<file path="src/rtl/updown_counter_db.sv">
// Debounced push-button up/down counter with limits, wrap/saturate and load.
// Optional auto-repeat while held: define AUTO_REPEAT_EN.
module updown_counter_db #(
  parameter int WIDTH         = 4,
  parameter int MIN_VAL       = 0,
  parameter int MAX_VAL       = 2**WIDTH-1,
  parameter int DB_CYCLES     = 1000000,
  parameter bit SATURATE      = 1'b0,
  parameter int REPEAT_CYCLES = 25000000
) (
  input  logic             clk,
  input  logic             reset,
  input  logic             inc_btn,
  input  logic             dec_btn,
  input  logic             load,
  input  logic [WIDTH-1:0] load_val,
  output logic [WIDTH-1:0] count,
  output logic             at_max,
  output logic             at_min,
  output logic             wrap
);

  localparam int CW = $clog2(DB_CYCLES);
  localparam logic [CW-1:0] CNT_LAST = CW'(DB_CYCLES - 1);
  localparam logic [WIDTH:0] MINV = (WIDTH+1)'(MIN_VAL);
  localparam logic [WIDTH:0] MAXV = (WIDTH+1)'(MAX_VAL);

  logic [1:0]    raw;
  logic [1:0]    s1_q;
  logic [1:0]    s2_q;
  logic [1:0]    deb_q;
  logic [1:0]    deb_d;
  logic [1:0]    press;
  logic [1:0]    step;
  logic [CW-1:0] cnt_q [2];
  logic [CW-1:0] cnt_d [2];

  logic [WIDTH-1:0] count_q;
  logic [WIDTH-1:0] count_d;
  logic             wrap_q;
  logic             wrap_d;
  logic [WIDTH:0]   cur;
  logic [WIDTH:0]   ldx;

  assign raw = {dec_btn, inc_btn};

  // Index 0 is the increment button, index 1 the decrement button.
  always_comb begin
    deb_d = deb_q;
    press = 2'b00;
    for (int b = 0; b < 2; b++) begin
      cnt_d[b] = '0;
      if (s2_q[b] != deb_q[b]) begin
        if (cnt_q[b] == CNT_LAST) begin
          deb_d[b] = s2_q[b];
          press[b] = s2_q[b];
        end else begin
          cnt_d[b] = cnt_q[b] + 1'b1;
        end
      end
    end
  end

  always_ff @(posedge clk) begin
    if (reset) begin
      s1_q  <= 2'b00;
      s2_q  <= 2'b00;
      deb_q <= 2'b00;
      for (int b = 0; b < 2; b++) cnt_q[b] <= '0;
    end else begin
      s1_q  <= raw;
      s2_q  <= s1_q;
      deb_q <= deb_d;
      for (int b = 0; b < 2; b++) cnt_q[b] <= cnt_d[b];
    end
  end

`ifdef AUTO_REPEAT_EN
  localparam int RW = $clog2(REPEAT_CYCLES + 1);
  localparam logic [RW-1:0] REP_LAST = RW'(REPEAT_CYCLES - 1);

  logic [RW-1:0] rep_q [2];
  logic [RW-1:0] rep_d [2];
  logic [1:0]    rpt;

  always_comb begin
    rpt = 2'b00;
    for (int b = 0; b < 2; b++) begin
      rep_d[b] = '0;
      if (deb_q[b] && !load) begin
        if (rep_q[b] == REP_LAST) rpt[b] = 1'b1;
        else rep_d[b] = rep_q[b] + 1'b1;
      end
    end
  end

  always_ff @(posedge clk) begin
    if (reset) begin
      for (int b = 0; b < 2; b++) rep_q[b] <= '0;
    end else begin
      for (int b = 0; b < 2; b++) rep_q[b] <= rep_d[b];
    end
  end

  assign step = press | rpt;
`else
  assign step = press;
`endif

  assign cur = {1'b0, count_q};
  assign ldx = {1'b0, load_val};

  always_comb begin
    count_d = count_q;
    wrap_d  = 1'b0;
    if (load) begin
      if (ldx < MINV)      count_d = MINV[WIDTH-1:0];
      else if (ldx > MAXV) count_d = MAXV[WIDTH-1:0];
      else                 count_d = load_val;
    end else if (step == 2'b01) begin
      if (cur < MAXV) begin
        count_d = count_q + 1'b1;
      end else if (!SATURATE) begin
        count_d = MINV[WIDTH-1:0];
        wrap_d  = 1'b1;
      end
    end else if (step == 2'b10) begin
      if (cur > MINV) begin
        count_d = count_q - 1'b1;
      end else if (!SATURATE) begin
        count_d = MAXV[WIDTH-1:0];
        wrap_d  = 1'b1;
      end
    end
  end

  always_ff @(posedge clk) begin
    if (reset) begin
      count_q <= MINV[WIDTH-1:0];
      wrap_q  <= 1'b0;
    end else begin
      count_q <= count_d;
      wrap_q  <= wrap_d;
    end
  end

  assign count  = count_q;
  assign wrap   = wrap_q;
  assign at_max = (cur == MAXV);
  assign at_min = (cur == MINV);

endmodule

</file>
<file path="config.mk">
export PLATFORM = sky130hd
export DESIGN_NAME = updown_counter_db
export DESIGN_NICKNAME = d
export VERILOG_FILES = /design/src/rtl/updown_counter_db.sv
export SDC_FILE = /design/constraint.sdc
export NUM_CORES = 1
export LEC_CHECK = 0
export BUFFER_PORTS_ARGS = -buffer_cell sky130_fd_sc_hd__buf_4
export CORE_AREA = 2 2 67 69
export CTS_BUF_LIST = sky130_fd_sc_hd__clkbuf_8
export DETAILED_ROUTE_END_ITERATION = 8
export DIE_AREA = 0 0 69 71
export PLACE_DENSITY_LB_ADDON = 0.25
export SETUP_SLACK_MARGIN = 0.5
export SKIP_LAST_GASP = 1
export SYNTH_ARGS = -nofsm -noshare
export SYNTH_HDL_FRONTEND = slang
export SYNTH_SLANG_ARGS = --single-unit
</file>
<file path="constraint.sdc">
create_clock -name clk -period 2.9 [get_ports clk]
set_input_delay 0.58 -clock clk [delete_from_list [all_inputs] [get_ports clk]]
set_output_delay 0.58 -clock clk [all_outputs]
set_load 0.05 [all_outputs]
</file>
==> reports/qor.yml <==
critical_path.max_fanout: 4
port_buffers: 15
finalClockSkew_ps: 9.13
core_area_um2: 4200
p_per_area_nw_per_um2: 504
relSlewSlack_pct: 59.0
grt_pass1_wl_um: 7520
routabilityCongestion: 0.780
cts_root_buffer: "clkbuf_8"
antennaDiodeCount: 0
yosysTopAreaCellShare_pct: 41.9
max_stage_delay_ps: 570
start_util_pct: 57.9
cp_cell_sequence: "ha_1, nand3_2, or4_4, or3_1, nand2_1, a211oi_1, o31a_1"
final_util_pct: 65.1
cp_data_arrival_time_ps: 2420
synth_commonest_cells: "51 x dfxtp_1, 51 x nor2_1, 21 x xor2_1"
grt_pass1_vias: 1746
wl_per_cell_um: 12.3
fp.dieW_um: 69
finalMaxSlewViolations: 0
path_class: "reg2reg"
cts.sinks: 51
grt_max_degree: 20
nFillCells: 377
worstSetupEndpointType: "flip-flop"
netlist_area_um2: 2440
drt-total-wl_um: 4340
synthTopCellsByArea: "dfxtp_1 42%, nor2_1 7.9%, xor2_1 7.6%"
path_delay_family: "simple AND/OR/NAND/NOR gates"
critical_path_required_ps: 3100
startpoint_type: "flip-flop"
htreeDepth: 2
p_leak_nw: 0.965
synth_cell_types: 42
vias: 1921
period_minus_slack_ps: 2220
ys_warn_count: 0
fp.dieH_um: 71
clk_path_buf_depth: 2
r2r_slack_ps: 680
synthToLayoutAreaGrowth_pct: 12.4
post_route_cells_drive_above_1_share_pct: 11.6
synth_nets: 297
dr.pass1.iters: 4
die_area_um2: 4900
cts_made_buffers: 5
rsz0062_at_grt: "no"
drt_iter0_markers: 65
cts_tree: "built"
grt_use_total_pct: 18.6
async_reset_ff_share_pct: 0
finalCritPeriodShare_pct: 76.5
crit_path_top_delay_cell: "or4_4"
ant_nets: 0
cts_resized: 0
synth_flop_cell: "dfxtp_1"
finalSetupTns_ps: 0
hold_slack_ps: 455
fmax_mhz: 451
syn_inst: 283
layoutNonFillerInstCount: 353
dpl.hpwl_um: 3210
synth_edf_count: 0
path_buf_inv: 0
dp_cells: 345
cap_violations: 0
io_pins: 16
clock_latency_ps: 300
hold_path_class: "reg2reg"
synth_seq_area_share_pct: 41.9
route.detailed.drc: 0
num_rows: 24
synth_area_per_cell_um2: 8.61
worstMarginPinSlew_ps: 613
vdd_drop_max_uv: 270
antenna_found_initial: 0
ys_ff_latch: 51
path_clk_slew_ps: 100
overflow: 0
hold_viol: 0
post_cts_buffers: 0
setup_viol: 0
final_nets: 314
status: "complete, no violations"
yosysTopAreaCell: "dfxtp_1"
via_per_inst: 5.44
holdBufCountCts: 0
## flip-flops by register name, indices dropped and copies added (netlist names)
name / count
cnt_q: 40
count: 4
deb_q: 2
s1_q: 2
s2_q: 2
wrap: 1
## where the power goes
| group | internal, mW | switching (mW) |
|---|---|---|
| sequential | 0.707 | 0.0109 |
| combinational | 0.0299 | 0.0493 |
| clock | 0.344 | 0.238 |
## cells by family (layout without fill, tap and decap cells)
group                      Yosys count  count (layout)  share of synthesized area, %
and+or+nand+nor                    152             152                          32.9
xor gates and xnor gates            37              37                          13.3
adders and majority gates            5               5                          2.57
DFF                                 51              51                          41.9
muxes                                3               3                          1.23
AOI/OAI and AO/OA                   22              22                          6.06
buffers and inverters               13              31                          2.05
## layout by cell type, fill, tap and decap left out, types with 2 or more instances in the layout
cell type	n
and3_1	10
nor3_1	10
or4_4	2
nor4b_1	2
or3_1	3
o21ai_0	2
nand4_1	8
inv_1	7
nand3_1	15
nand2b_1	5
and2_1	2
dfxtp_1	51
xnor2_1	16
nand3_2	2
buf_4	16
bufinv_16	2
nor2b_1	4
a21oi_1	8
clkbuf_8	5
a22oi_1	2
o211a_1	2
a211oi_1	3
xor2_1	21
nand2_1	19
o31ai_1	3
nor2_1	51
ha_1	5
nor4_1	6
mux2i_1	3
or2_2	2
## cell type report
type | instances | area, um^2 | share of cell area, %
clock buffer | 5 | 68.8 | 2.51
inverter | 7 | 26.3 | 0.959
clock inverter | 3 | 67.6 | 2.47
sequential | 51 | 1020 | 37.3
tap | 52 | 65.1 | 2.38
timing repair buffer | 16 | 120 | 4.39
multi-input combinational | 219 | 1370 | 50.0
## layer usage
metal	GRT usage, %	share of wire [%]	routed length (um)	vias up
met5	0	0	0	-
met4	4.58	0.87	38	0
met3	3.99	2.6	111	5
met2	32.2	47	2030	18
met1	24.0	50	2160	881
li1	-	-	-	1017
## worst register-to-register path: cells and delay by family (launching register included)
kind                       cells  cell delay, ps
adders and majority gates      1             210
AOI/OAI and AO/OA              2             310
and+or+nand+nor                4            1210
DFF                            1             380
## path summary, 6_finish.rpt
path | to | cells past startpoint | start
max reg2reg | count[1]$_SDFFE_PP0P_ | 7 | cnt_q[0][0]$_SDFF_PP0_
min reg2reg | s2_q[0]$_SDFF_PP0_ | 1 | s1_q[0]$_SDFF_PP0_
min | s2_q[0]$_SDFF_PP0_ | 1 | s1_q[0]$_SDFF_PP0_
max | count[1]$_SDFFE_PP0P_ | 7 | cnt_q[0][0]$_SDFF_PP0_
## through the flow
step / power, mW / setup WS, ps / area, um^2
global placement: 0.813 / 724 / 2600
global route: 1.43 / 511 / 2740
CTS: 1.39 / 675 / 2740
finish: 1.38 / 683 / 2740
floorplan: 0.787 / 708 / 2440
detailed placement: 0.814 / 694 / 2600
Power figures use the tool's default switching activity.
